`src/rtl/uart_rx_cmd.sv`:
```
// uart_rx_cmd: 8N1 UART receiver with SUMP command assembler.
// Receives bytes from the host link by sampling each bit at its midpoint,
// then groups them into 1-byte short commands or 5-byte long commands
// (opcode + 32-bit little-endian data). Each completed command is presented
// with a one-cycle execute strobe.
// Optional build macro: UART_RX_TIMEOUT_EN drops a partial long command
// after 16 idle bit times.
module uart_rx_cmd #(
    parameter int FREQ      = 100000000,
    parameter int BAUDRATE  = 115200,
    parameter int BITLENGTH = FREQ / BAUDRATE
) (
    input  logic        clock,
    input  logic        reset,
    input  logic        uart_rx,
    output logic [7:0]  rx_byte,
    output logic        rx_byte_valid,
    output logic        framing_error,
    output logic [7:0]  opcode,
    output logic [31:0] opdata,
    output logic        execute
);

    localparam logic [15:0] HALF_BIT = 16'(BITLENGTH / 2 - 1);
    localparam logic [15:0] FULL_BIT = 16'(BITLENGTH - 1);

    typedef enum logic [1:0] {IDLE, START, DATA, STOP} state_t;

    // Synchronizer and edge-detect flops (idle line is high)
    logic sync1_q, rx_s_q, rx_d_q;

    // Bit-level receiver state
    state_t      state_q;
    logic [15:0] cnt_q;
    logic [2:0]  idx_q;
    logic [7:0]  shift_q;
    logic [7:0]  rx_byte_q;
    logic        rx_byte_valid_q;
    logic        framing_error_q;

    // Command assembler state
    logic [2:0]  count_q,     count_d;
    logic [7:0]  pend_op_q,   pend_op_d;
    logic [23:0] pend_data_q, pend_data_d;
    logic [7:0]  opcode_q,    opcode_d;
    logic [31:0] opdata_q,    opdata_d;
    logic        execute_q,   execute_d;

    // Stop-bit sample outcomes, evaluated on the sampling clock edge
    logic byte_ok, byte_bad;
    assign byte_ok  = (state_q == STOP) && (cnt_q == 16'd0) &&  rx_s_q;
    assign byte_bad = (state_q == STOP) && (cnt_q == 16'd0) && !rx_s_q;

    // Bring the asynchronous line into the clock domain; rx_d is one clock older
    always_ff @(posedge clock or posedge reset) begin
        if (reset) begin
            sync1_q <= 1'b1;
            rx_s_q  <= 1'b1;
            rx_d_q  <= 1'b1;
        end else begin
            sync1_q <= uart_rx;
            rx_s_q  <= sync1_q;
            rx_d_q  <= rx_s_q;
        end
    end

    // Bit FSM: find the start edge, sample every bit at mid-bit, check stop
    always_ff @(posedge clock or posedge reset) begin
        if (reset) begin
            state_q         <= IDLE;
            cnt_q           <= 16'd0;
            idx_q           <= 3'd0;
            shift_q         <= 8'd0;
            rx_byte_q       <= 8'd0;
            rx_byte_valid_q <= 1'b0;
            framing_error_q <= 1'b0;
        end else begin
            rx_byte_valid_q <= 1'b0;
            framing_error_q <= 1'b0;
            case (state_q)
                IDLE: begin
                    // Only a high-to-low transition starts a byte, so a held
                    // break condition is ignored.
                    if (rx_d_q && !rx_s_q) begin
                        state_q <= START;
                        cnt_q   <= HALF_BIT;
                    end
                end
                START: begin
                    if (cnt_q == 16'd0) begin
                        if (!rx_s_q) begin
                            state_q <= DATA;
                            cnt_q   <= FULL_BIT;
                            idx_q   <= 3'd0;
                        end else begin
                            state_q <= IDLE;
                        end
                    end else begin
                        cnt_q <= cnt_q - 16'd1;
                    end
                end
                DATA: begin
                    if (cnt_q == 16'd0) begin
                        shift_q <= {rx_s_q, shift_q[7:1]};
                        cnt_q   <= FULL_BIT;
                        idx_q   <= idx_q + 3'd1;
                        if (idx_q == 3'd7) begin
                            state_q <= STOP;
                        end
                    end else begin
                        cnt_q <= cnt_q - 16'd1;
                    end
                end
                STOP: begin
                    if (cnt_q == 16'd0) begin
                        if (rx_s_q) begin
                            rx_byte_q       <= shift_q;
                            rx_byte_valid_q <= 1'b1;
                        end else begin
                            framing_error_q <= 1'b1;
                        end
                        state_q <= IDLE;
                    end else begin
                        cnt_q <= cnt_q - 16'd1;
                    end
                end
                default: state_q <= IDLE;
            endcase
        end
    end

`ifdef UART_RX_TIMEOUT_EN
    localparam logic [23:0] TIMEOUT_LIM = 24'(16 * BITLENGTH);
    logic [23:0] idle_cnt_q, idle_cnt_d;
    logic        timeout_hit;
    assign timeout_hit = (state_q == IDLE) && (count_q != 3'd0) &&
                         (idle_cnt_q == TIMEOUT_LIM - 24'd1);

    // Idle time between bytes of a partial long command
    always_comb begin
        idle_cnt_d = idle_cnt_q;
        if (byte_ok || byte_bad || count_q == 3'd0 || timeout_hit) begin
            idle_cnt_d = 24'd0;
        end else if (state_q == IDLE) begin
            idle_cnt_d = idle_cnt_q + 24'd1;
        end
    end

    // Idle counter register
    always_ff @(posedge clock or posedge reset) begin
        if (reset) begin
            idle_cnt_q <= 24'd0;
        end else begin
            idle_cnt_q <= idle_cnt_d;
        end
    end
`else
    logic timeout_hit;
    assign timeout_hit = 1'b0;
`endif

    // Command assembly: decided on the stop-bit sample edge so execute lines
    // up with rx_byte_valid of the final byte
    always_comb begin
        count_d     = count_q;
        pend_op_d   = pend_op_q;
        pend_data_d = pend_data_q;
        opcode_d    = opcode_q;
        opdata_d    = opdata_q;
        execute_d   = 1'b0;
        if (byte_ok) begin
            if (count_q == 3'd0) begin
                pend_op_d = shift_q;
                if (!shift_q[7]) begin
                    opcode_d  = shift_q;
                    opdata_d  = 32'd0;
                    execute_d = 1'b1;
                end else begin
                    count_d = 3'd1;
                end
            end else begin
                case (count_q)
                    3'd1:    pend_data_d[7:0]   = shift_q;
                    3'd2:    pend_data_d[15:8]  = shift_q;
                    3'd3:    pend_data_d[23:16] = shift_q;
                    default: pend_data_d        = pend_data_q;
                endcase
                if (count_q == 3'd4) begin
                    opcode_d  = pend_op_q;
                    opdata_d  = {shift_q, pend_data_q};
                    execute_d = 1'b1;
                    count_d   = 3'd0;
                end else begin
                    count_d = count_q + 3'd1;
                end
            end
        end else if (byte_bad || timeout_hit) begin
            count_d = 3'd0;
        end
    end

    // Command assembler registers
    always_ff @(posedge clock or posedge reset) begin
        if (reset) begin
            count_q     <= 3'd0;
            pend_op_q   <= 8'd0;
            pend_data_q <= 24'd0;
            opcode_q    <= 8'd0;
            opdata_q    <= 32'd0;
            execute_q   <= 1'b0;
        end else begin
            count_q     <= count_d;
            pend_op_q   <= pend_op_d;
            pend_data_q <= pend_data_d;
            opcode_q    <= opcode_d;
            opdata_q    <= opdata_d;
            execute_q   <= execute_d;
        end
    end

    assign rx_byte       = rx_byte_q;
    assign rx_byte_valid = rx_byte_valid_q;
    assign framing_error = framing_error_q;
    assign opcode        = opcode_q;
    assign opdata        = opdata_q;
    assign execute       = execute_q;

endmodule

```
`config.mk`:
```
export PLATFORM = sky130hd
export DESIGN_NAME = uart_rx_cmd
export DESIGN_NICKNAME = d
export VERILOG_FILES = /design/src/rtl/uart_rx_cmd.sv
export SDC_FILE = /design/constraint.sdc
export NUM_CORES = 1
export LEC_CHECK = 0
export ABC_AREA = 1
export BUFFER_PORTS_ARGS = -buffer_cell sky130_fd_sc_hd__buf_2
export CAP_MARGIN = 10
export CORE_ASPECT_RATIO = 1.75
export CORE_MARGIN = 2
export CORE_UTILIZATION = 50
export DETAILED_ROUTE_END_ITERATION = 12
export PLACE_DENSITY = 0.78
export SLEW_MARGIN = 15
export SYNTH_ARGS = -nofsm -noshare
export SYNTH_HDL_FRONTEND = slang
export SYNTH_SLANG_ARGS = --single-unit
```
`constraint.sdc`:
```
create_clock -name clock -period 5.2 [get_ports clock]
set_input_delay 0.26 -clock clock [delete_from_list [all_inputs] [get_ports clock]]
set_output_delay 0.26 -clock clock [all_outputs]
set_load 0.05 [all_outputs]
```
==> Word-level counts from Yosys, hierarchy flattened <==
Index checks and enable logic that the tools add are counted.
{ "op_classes": {"add_sub_neg": 3, "eq_ne": 18, "muxes": 38, "n_bitwise": 1, "n_reduce_logical": 22} }
{ "op_table": {"columns": ["cell", "count"], "rows": [
  ["2-to-1 mux 32 bit", 3],
  ["2-to-1 mux 16 bit", 5],
  ["one-hot mux 16 bit (4 select lines)", 1],
  ["2-to-1 mux 3 bit", 8],
  ["2-to-1 mux 8 bit", 3],
  ["AND reduction 3 bit", 6],
  ["zero test 16 bit", 1],
  ["subtractor 16 x 1 -> 16 bit, second input constant", 1],
  ["!= test 2 bit, second input constant", 7],
  ["2-to-1 mux 2 bit", 6],
  ["2-to-1 mux 1 bit", 10],
  ["one-hot mux 2 bit (4 select lines)", 1],
  ["adder 3 x 1 -> 3 bit, second input constant", 2],
  ["equality test 3 x 2 -> 1 bit, second input constant", 2],
  ["equality test 3 bit, second input constant", 2],
  ["!= test 3 bit, second input constant", 2],
  ["one-hot mux 3 bit (2 select lines)", 1],
  ["AND reduction 2 bit", 3],
  ["nonzero test 2 bit", 3],
  ["AND reduction 5 bit", 1],
  ["equality test 2 bit, second input constant", 2],
  ["logical AND 1 bit", 4],
  ["AND reduction 4 bit", 1],
  ["equality test 3 x 1 -> 1 bit, second input constant", 1],
  ["6 further kinds", 6]
]} }
{ "totals": {"register_bits": 118, "inputBits": 3, "out_inout_bits": 51} }

==> Longest topological paths before layout <==
Gate-level depths: netlist (run 1).
{ "logic_depth": {"word_depth": 5, "mapped_depth": 13, "ltp_nobuf": 13} }

==> Least setup slack after synthesis (run 1) <==
Ideal clock, no wire load.
{ "synth_path": {"path_type": "register to register", "from": "register state_q[0]", "to": "register cnt_q[12]", "setup_ps": 113, "t_arrival_ps": 1628, "path_slack_ps": 3459, "stages_incl_launch_ff": 11, "cell_sequence": "dfrtp_1 ha_1 inv_1 nand2_1 nand3_1 nand2_1 inv_1 clkbuf_1 nand2_1 nand2_1 inv_1"} }
{ "synth_via": {"elab_chain_cells": 3} }
{ "synth_rtl": {"columns": ["element", "line", "source"], "rows": [
  ["start: declaration", "33", "state_t state_q;"],
  ["start signal: assignment", "70", "state_q <= IDLE;"],
  ["start signal: assignment", "85", "state_q <= START;"],
  ["start signal: assignment", "92", "state_q <= DATA;"],
  ["equality test 2 x 1 -> 1 bit, or another cell as far along", "80", "case (state_q)"],
  ["!= test 3 bit (no source line) or != test 2 bit (tied branches)", null, null],
  ["AND reduction 3 bit (no source line)", null, null],
  ["end signal: assignment", "99", "cnt_q <= cnt_q - 16'd1;"],
  ["end signal: assignment", "111", "cnt_q <= cnt_q - 16'd1;"],
  ["end signal: assignment", "124", "cnt_q <= cnt_q - 16'd1;"],
  ["end: declaration", "34", "logic [15:0] cnt_q;"]
]} }
Several ways; a longest one is shown, not always the timed one.
A chain may end at the register's enable or synchronous reset.

==> Worst setup path after layout (run 1) <==
{ "layout_path": {"from": "register state_q[0]", "to": "register cnt_q[5]"} }
Same word-level chain as after synthesis.

==> results of run 1 <==
-- sequential cells by signal, summed over array words and instances (netlist names), named ones only --
signal / flops
idx_q: 3
rx_byte_valid: 1
opcode: 8
framing_error: 1
rx_byte: 8
execute: 1
state_q: 1
rx_d_q: 1
sync1_q: 1
cnt_q: 16
opdata: 32
rx_s_q: 1
pend_data_q: 24
pend_op_q: 8
count_q: 3
shift_q: 8
-- worst paths after layout --
kind,startpoint,slack (ns),endpoint,cells after the start
max in group asynchronous,reset,3.47,framing_error,4
min in group asynchronous,reset,0.51,opcode[7],3
worst max-delay path,state_q[0],2.87,cnt_q[5],9
worst min-delay path,sync1_q,0.36,rx_s_q,0
worst min register to register,sync1_q,0.36,rx_s_q,0
worst max register to register,state_q[0],2.87,cnt_q[5],9
-- cell usage in the layout (no fill, tap or decap), types with 2 or more instances in the layout --
master         instances
buf_4                  2
dfrtp_1              115
nand2_4                4
nor2_2                 3
buf_2                 53
nand2_2                2
clkinvlp_4             4
inv_1                 53
o21ai_2               15
nand2_1              225
dlygate4sd3_1          2
o2111ai_1              2
clkbuf_8               2
clkbuf_16             17
nand3_1               74
o21ai_0               42
nand4_1               10
ha_1                  14
nor2_1                42
dfstp_2                3
xor2_1                 5
bufinv_16              4
clkbuf_1               2
a21oi_1                4
nor3_1                 2
nor2_4                 5
-- power by group --
part           internal, uW  switching (uW)  total, uW
sequential              955            43.9        999
clock                   828             412       1240
combinational           135             313        448
total                  1920             769       2690
-- cells by family after synthesis --
group	share of synthesized area
flops	0.533
buf+inv	0.0636
simple gates	0.293
fa+ha+maj	0.0316
xor+xnor	0.00789
compound gates	0.0710
-- layout make-up --
type | count | area share
well taps | 130 | 0.0250
flip-flops and latches | 118 | 0.455
multi-input cells | 455 | 0.344
clock inverters | 11 | 0.0266
inverters | 55 | 0.0321
clock buffers | 21 | 0.0708
repair buffers | 57 | 0.0462
-- routing by layer --
metal  routed length (um)  global-route usage  vias to the layer above  share of wire
met5                    0                   0                        -              0
met4                  573               0.133                        0          0.046
met3                  481              0.0505                       39          0.039
met2                 6660               0.397                      120           0.54
met1                 4620               0.232                     2142           0.37
li1                     -                   -                     2198              -
-- stage by stage --
stage	utilization	cell area, um2	total power (uW)	cells
2_1_floorplan	-	5550	1350	648
3_3_place_gp	0.543	5850	1430	813
3_5_place_dp	0.543	5850	1460	813
4_1_cts	0.604	6500	2700	847
5_1_grt	0.604	6500	2820	847
6_report	0.604	6500	2690	847
==> impl_metrics.env, run 1 <==
export IMPL_run_status="completed"
export IMPL_tritoncts="done"
export IMPL_tns_setup_ns=0
export IMPL_final_gp_congestion=0.944
export IMPL_cts_buffer_depth=2
export IMPL_clk_insertion_delay_late_ns=0.41
export IMPL_synth_ff_latch_count=118
export IMPL_holdWs_ns=0.361
export IMPL_synth_area_um2=5550
export IMPL_netlist_top_cells_count="nand2_1, dfrtp_1, nand3_1, inv_1"
export IMPL_clk_pin_slew_ns=0.06
export IMPL_timing_max_cap_violations=0
export IMPL_timing_critical_path_required_ns=5.50
export IMPL_detail_route_iter0_violations=284
export IMPL_postCtsSetupRepairBufs=0
export IMPL_vias=4499
export IMPL_slew_headroom=0.495
export IMPL_critical_path_peak_fanout=13
export IMPL_n_antenna_cell=0
export IMPL_min_period_over_period=0.449
export IMPL_total_of_hold_buffers_inserted_after_clock_tree_synthesis=2
export IMPL_detail_route_first_pass_iterations=5
export IMPL_synth_flop_cell="dfrtp_1"
export IMPL_syn_inst=648
export IMPL_cp_start_kind="register"
export IMPL_slew_violations=0
export IMPL_fp_dieH_um=143
export IMPL_worst_path_largest_cell_delay_ns=0.44
export IMPL_antenna_found_initial=0
export IMPL_grt_max_degree=61
export IMPL_synth_async_reset_ratio=1.00
export IMPL_antenna_violating_nets_post_route=0
export IMPL_crit_slowest_cell="dfrtp_1"
export IMPL_half_perimeter_wire_length_of_the_detailed_placement_result_um=8570
export IMPL_post_synth_num_cell_types=28
export IMPL_multi_input_comb_area_um2=2240
export IMPL_final_min_clock_period_ns=2.33
export IMPL_cp_common_cell="nand2_1"
export IMPL_grt_pass1_vias=4456
export IMPL_post_synth_top_count_cell="nand2_1"
export IMPL_worstSetupPathType="register to register"
export IMPL_drt_wirelength_per_cell_um=14.6
export IMPL_post_synth_cell_area_avg_um2=8.56
export IMPL_io_buffers=53
export IMPL_io_pins=54
export IMPL_grt_first_pass_wirelength_um=21000
export IMPL_num_fill_cells=899
export IMPL_floorplan_initialDensity=0.516
export IMPL_timing_critical_path_to_type="register"
export IMPL_root_buffer="clkbuf_16"
export IMPL_core_area_um2=10800
export IMPL_cts_inserted_buffers=17
export IMPL_viasPerCell=5.31
export IMPL_crit_path_cell_trace="ha_1 > inv_1 > nand2_1 > nand3_1 > nand2_1 > inv_1 > nand2_1 > nor2_1 > nor2_1"
export IMPL_nets=721
export IMPL_setup_repair_after_global_routing_missed_its_margin="false"
export IMPL_yosysWarningCount=0
export IMPL_flow_area_growth_from_synthesis_pct=17.2
export IMPL_timing_final_ws_setup_ns=2.87
export IMPL_drive_gt1_frac=0.169
export IMPL_synth_enable_flop_cells=0
export IMPL_routed_wirelength_um=12300
export IMPL_placementRows=50
export IMPL_dp_slack_ns=2.92
export IMPL_remaining_drc_errors=0
export IMPL_cts_htree_levels=4
export IMPL_setup_violations=0
export IMPL_synth_largest_type_area_fraction=0.519
export IMPL_fin_worst_skew_ns=0.0106
export IMPL_critical_path_top_delay_family="simple AND/OR/NAND/NOR gates"
export IMPL_area_enclosed_by_the_die_boundary_um2=12000
export IMPL_post_synth_main_area_contributors="dfrtp_1, nand2_1, nand3_1"
export IMPL_final_seq_area_um2=2960
export IMPL_tightest_slew_ns=0.757
export IMPL_ir_worst_vdd_mv=0.286
export IMPL_postSynthNetCount=665
export IMPL_cts_repair_resize_count=0
export IMPL_groute_usage_overall=0.220
export IMPL_portion_of_the_post_synthesis_area_used_by_sequential_elements=0.533
export IMPL_floorplan_die_width_um=83.6
export IMPL_synth_largest_area_cell="dfrtp_1"
export IMPL_hold_viol=0
export IMPL_power_density_nw_per_um2=413
export IMPL_cp_arrival_ns=2.63
export IMPL_cp_buffers_inverters=2
export IMPL_clock_sink_count=118
export IMPL_fmax_mhz=428
export IMPL_p_leak_uw=0.00355
export IMPL_grt_overflow_total=0
export IMPL_hold_class="register to register"
Power figures use the tool's default switching activity.
==> inputs of run 2 (changes only) <==
==> constraint.sdc (replaced) <==
create_clock -name clock -period 2.35 [get_ports clock]
set_input_delay 0.1175 -clock clock [delete_from_list [all_inputs] [get_ports clock]]
set_output_delay 0.1175 -clock clock [all_outputs]
set_load 0.05 [all_outputs]
==> run 2 against run 1 <==
Non-clock buffer count is 7 higher. First-iteration DRC count is 14% higher. Maximum frequency is 11% higher. Global-route usage is 0.080 points higher. Flip-flop and latch count stayed put. Clock-buffer cell count is 2 higher.
==> impl_metrics.env, run 2 (synthesis results as in run 1) <==
export IMPL_timing_critical_path_to_type="register"
export IMPL_n_antenna_cell=0
export IMPL_cp_arrival_ns=2.38
export IMPL_fin_worst_skew_ns=0.00854
export IMPL_half_perimeter_wire_length_of_the_detailed_placement_result_um=8650
export IMPL_antenna_found_initial=0
export IMPL_tns_setup_ns=0
export IMPL_holdWs_ns=0.233
export IMPL_slew_headroom=0.576
export IMPL_antenna_violating_nets_post_route=0
export IMPL_io_pins=54
export IMPL_mostFrequentLayoutCell="nand2_1"
export IMPL_utilization=0.609
export IMPL_min_period_over_period=0.896
export IMPL_cts_buffer_depth=2
export IMPL_clk_pin_slew_ns=0.05
export IMPL_grt_pass1_vias=4476
export IMPL_setup_violations=0
export IMPL_reg2reg_depth=7
export IMPL_most_used_cells_in_the_layout_excluding_fill_and_tap_cells="nand2_1, dfrtp_1, nand3_1, inv_1, buf_2"
export IMPL_fp_dieH_um=143
export IMPL_postCtsSetupRepairBufs=0
export IMPL_met3WireLength_um=421
export IMPL_cts_htree_levels=4
export IMPL_p_leak_uw=0.00359
export IMPL_clock_sink_count=118
export IMPL_core_area_um2=10800
export IMPL_hold_viol=0
export IMPL_io_buffers=53
export IMPL_timing_rr_end="opcode[3]"
export IMPL_area_enclosed_by_the_die_boundary_um2=12000
export IMPL_crit_reg2reg_launch="count_q[0]"
export IMPL_worstSetupPathType="register to register"
export IMPL_run_status="completed"
export IMPL_detail_route_iter0_violations=323
export IMPL_power_density_nw_per_um2=904
export IMPL_groute_usage_overall=0.221
export IMPL_cts_inserted_buffers=17
export IMPL_critical_path_peak_fanout=55
export IMPL_largest_reg_flops=32
export IMPL_drt_wirelength_per_cell_um=14.8
export IMPL_timing_critical_path_required_ns=2.63
export IMPL_clk_insertion_delay_late_ns=0.41
export IMPL_ir_worst_vdd_mv=0.697
export IMPL_highest_signal_layer="met4"
export IMPL_grt_first_pass_wirelength_um=21000
export IMPL_cp_start_kind="register"
export IMPL_final_min_clock_period_ns=2.11
export IMPL_detail_route_first_pass_iterations=5
export IMPL_routed_wirelength_um=12700
export IMPL_hold_class="input port to async pin"
export IMPL_reg2reg_setup_slack_ns=0.24
export IMPL_slew_violations=0
export IMPL_grt_max_degree=104
export IMPL_root_buffer="clkbuf_16"
export IMPL_detailroute_wirelength_met2_um=6960
export IMPL_wirelength_met1_um=4980
export IMPL_floorplan_die_width_um=83.6
export IMPL_floorplan_initialDensity=0.516
export IMPL_nets=728
export IMPL_placementRows=50
export IMPL_viasPerCell=5.31
export IMPL_final_gp_congestion=0.945
export IMPL_flow_area_growth_from_synthesis_pct=18.1
export IMPL_final_cell_area_um2=6560
export IMPL_post_dp_area_um2=5930
export IMPL_tritoncts="done"
export IMPL_vias=4532
export IMPL_grt_overflow_total=0
export IMPL_fmax_mhz=475
export IMPL_timing_max_cap_violations=0
export IMPL_cts_repair_resize_count=0
export IMPL_setup_repair_after_global_routing_missed_its_margin="false"
export IMPL_remaining_drc_errors=0
export IMPL_drive_gt1_frac=0.173
export IMPL_tightest_slew_ns=0.636
==> run 2: area by class of cell <==
class                           count  area (um2)
Inverter                           55         210
Tap cell                          130         163
Multi-Input combinational cell    455        2240
Sequential cell                   118        2960
Clock inverter                      9         150
Clock buffer                       23         458
Fill cell                         901        4210
Timing Repair Buffer               64         378
==> run 2: critical path, stage by stage (launching register included) <==
cell     delay, ns
dfrtp_1       0.42
inv_1         0.13
ha_1          0.36
o21ai_0       0.26
inv_1         0.15
nand2_4       0.34
nand2_1       0.23
o21ai_2       0.07
==> run 2: where the power goes <==
group | switching [uW] | total, uW | internal [uW]
sequential | 95.1 | 2210 | 2110
clock | 879 | 2670 | 1790
combinational | 728 | 1040 | 315
total | 1700 | 5930 | 4220
==> run 2: worst max path at each step <==
stage | from | to | depth (start not counted)
2_1_floorplan | state_q[0] | cnt_q[12] | 10
3_3_place_gp | cnt_q[0] | opcode[5] | 9
3_5_place_dp | count_q[0] | opdata[30] | 7
4_1_cts | count_q[0] | opcode[3] | 7
5_1_grt | cnt_q[0] | opdata[29] | 9
6_report | count_q[0] | opcode[3] | 7
==> run 2: through the flow <==
step / setup WS, ns / power, uW / std cells
floorplan: 0.609 / 2990 / 648
global placement: 0.368 / 3220 / 820
detailed placement: 0.300 / 3260 / 820
CTS: 0.252 / 5940 / 854
global route: 0.0943 / 6200 / 854
finish: 0.245 / 5930 / 854
==> run 2: layer usage <==
metal  vias up  GRT usage
li1       2204          -
met1      2190      0.229
met2       111      0.412
met3        27     0.0540
met4         0      0.109
met5         -          0
==> run 2: what timing repair did <==
item	CTS	global route
hold endpoints to repair	16	0
setup endpoints to repair	0	0
hold buffers	2	0
==> inputs of run 3 (changes only) <==
--- a/config.mk
+++ b/config.mk
@@ -13,6 +13,7 @@
 export CORE_UTILIZATION = 50
 export DETAILED_ROUTE_END_ITERATION = 12
 export PLACE_DENSITY = 0.78
+export RECOVER_POWER = 25
 export SLEW_MARGIN = 15
 export SYNTH_ARGS = -nofsm -noshare
 export SYNTH_HDL_FRONTEND = slang
==> run 3 against run 2 <==
First-iteration DRC count shrank 3.4%. Routed wire length grew 0.21%. Via count grew 0.18%. Sequential share of layout area grew 0.38 points. Register-to-register slack gained 0.02 ns. Cell count is the same. Clock skew is essentially flat. Clock-buffer cell count is the same. Total power is essentially flat. Largest power group unchanged.
==> impl_metrics.env, run 3 (synthesis results as in run 1) <==
export IMPL_tritoncts="done"
export IMPL_min_period_over_period=0.889
export IMPL_power_share_clock=0.451
export IMPL_cts_inserted_buffers=17
export IMPL_clk_pin_slew_ns=0.05
export IMPL_setup_violations=0
export IMPL_io_pins=54
export IMPL_worstSetupPathType="register to register"
export IMPL_num_fill_cells=934
export IMPL_utilization=0.604
export IMPL_post_dp_area_um2=5930
export IMPL_crit_slowest_cell="dfrtp_1"
export IMPL_final_min_clock_period_ns=2.09
export IMPL_timing_critical_path_required_ns=2.63
export IMPL_routed_wirelength_um=12700
export IMPL_cp_common_cell="inv_1"
export IMPL_groute_usage_overall=0.221
export IMPL_drt_wirelength_per_cell_um=14.9
export IMPL_ir_worst_vdd_mv=0.699
export IMPL_p_int_uw=4220
export IMPL_half_perimeter_wire_length_of_the_detailed_placement_result_um=8650
export IMPL_p_comb_frac=0.176
export IMPL_run_status="completed"
export IMPL_root_buffer="clkbuf_16"
export IMPL_vias=4540
export IMPL_final_seq_area_um2=2960
export IMPL_grt_pass1_vias=4476
export IMPL_placementRows=50
export IMPL_multi_input_comb_area_um2=2240
export IMPL_tns_setup_ns=0
export IMPL_viasPerCell=5.32
export IMPL_nets=728
export IMPL_floorplan_die_width_um=83.6
export IMPL_slew_violations=0
export IMPL_timing_critical_path_to_type="register"
export IMPL_grt_max_degree=104
export IMPL_grt_overflow_total=0
export IMPL_worst_path_largest_cell_delay_ns=0.42
export IMPL_p_leak_uw=0.00340
export IMPL_grt_first_pass_wirelength_um=21000
export IMPL_cp_arrival_ns=2.37
export IMPL_tightest_slew_ns=0.753
export IMPL_crit_path_cell_trace="inv_1 > ha_1 > o21ai_0 > inv_1 > nand2_4 > nand2_1 > o21ai_2"
export IMPL_hold_class="input port to async pin"
export IMPL_final_gp_congestion=0.945
export IMPL_antenna_found_initial=0
export IMPL_drive_gt1_frac=0.113
export IMPL_clk_insertion_delay_late_ns=0.41
export IMPL_final_cell_area_um2=6500
export IMPL_fin_worst_skew_ns=0.00818
export IMPL_fmax_mhz=478
export IMPL_postCtsSetupRepairBufs=0
export IMPL_remaining_drc_errors=0
export IMPL_antenna_violating_nets_post_route=0
export IMPL_mostFrequentLayoutCell="nand2_1"
export IMPL_setup_repair_after_global_routing_missed_its_margin="false"
export IMPL_core_area_um2=10800
export IMPL_timing_max_cap_violations=0
export IMPL_area_enclosed_by_the_die_boundary_um2=12000
export IMPL_clock_sink_count=118
export IMPL_largest_reg_flops=32
export IMPL_most_used_cells_in_the_layout_excluding_fill_and_tap_cells="nand2_1, dfrtp_1, nand3_1, inv_1, clkbuf_1"
export IMPL_cts_repair_resize_count=0
export IMPL_cts_htree_levels=4
export IMPL_detail_route_first_pass_iterations=6
export IMPL_detail_route_iter0_violations=312
export IMPL_fp_dieH_um=143
export IMPL_slew_headroom=0.495
export IMPL_cp_start_kind="register"
export IMPL_seq_power_share=0.373
export IMPL_critical_path_peak_fanout=55
export IMPL_p_sw_frac=0.287
export IMPL_floorplan_initialDensity=0.516
export IMPL_switch_pwr_uw=1700
export IMPL_n_antenna_cell=0
export IMPL_power_density_nw_per_um2=912
export IMPL_io_buffers=53
export IMPL_cts_buffer_depth=2
export IMPL_hold_viol=0
export IMPL_flow_area_growth_from_synthesis_pct=17.1
## run 3: cell count changes in the layout (fill, tap and decap cells not counted), sizes merged
cell,before,now
clkbuf,23,65
buf,62,20
## run 3: power groups by stage
stage / sequential, uW / combinational [uW] / clock (uW)
CTS: 2210 / 1030 / 2700
global placement: 2240 / 983 / 0
global route: 2220 / 1180 / 2800
finish: 2210 / 1040 / 2670
detailed placement: 2240 / 1020 / 0
floorplan: 2220 / 769 / 0
## run 3: repair_timing
item / 4_1_cts / 5_1_grt
hold buffers: 2 / 0
hold endpoints to repair: 16 / 0
setup endpoints to repair: 0 / 0
## run 3: metrics by stage
| step | std cells | hold slack, ns | power (uW) | setup slack, ns |
|---|---|---|---|---|
| floorplan | 648 | 0.122 | 2990 | 0.609 |
| detailed placement | 820 | 0.130 | 3260 | 0.300 |
| global route | 854 | 0.342 | 6190 | 0.0943 |
| global placement | 820 | 0.122 | 3220 | 0.368 |
| CTS | 854 | 0.236 | 5940 | 0.252 |
| finish | 854 | 0.335 | 5930 | 0.260 |
## run 3: worst paths after layout
path	cells past startpoint	slack, ns	endpoint	from
max	7	0.26	opcode[3]	count_q[0]
min	3	0.34	rx_byte[0]	reset
max reg2reg	7	0.26	opcode[3]	count_q[0]
min reg2reg	0	0.36	rx_s_q	sync1_q
max in group asynchronous	4	1.06	rx_s_q	reset
min in group clock	2	0.35	sync1_q	uart_rx
## run 3: layout make-up
type                       instances  area share
multi-input combinational        455       0.345
inverter                          55      0.0320
timing repair buffer              64      0.0500
tap                              130      0.0250
clock buffer                      23      0.0705
sequential                       118       0.455
clock inverter                     9      0.0231
## run 3: per-layer routing
layer  global-route usage  up-vias  part of all wire
met3               0.0540       29             0.039
li1                     -     2200                 -
met1                0.229     2190              0.39
met4                0.109        0             0.027
met5                    0        -                 0
met2                0.412      121              0.55
## run 3: critical path: cells and delay by family, from the launching register on
family                     cells  cell delay (ns)
and+or+nand+nor                2             0.56
DFF                            1             0.42
adders and majority gates      1             0.35
AOI/OAI and AO/OA              2             0.33
buffers and inverters          2             0.28
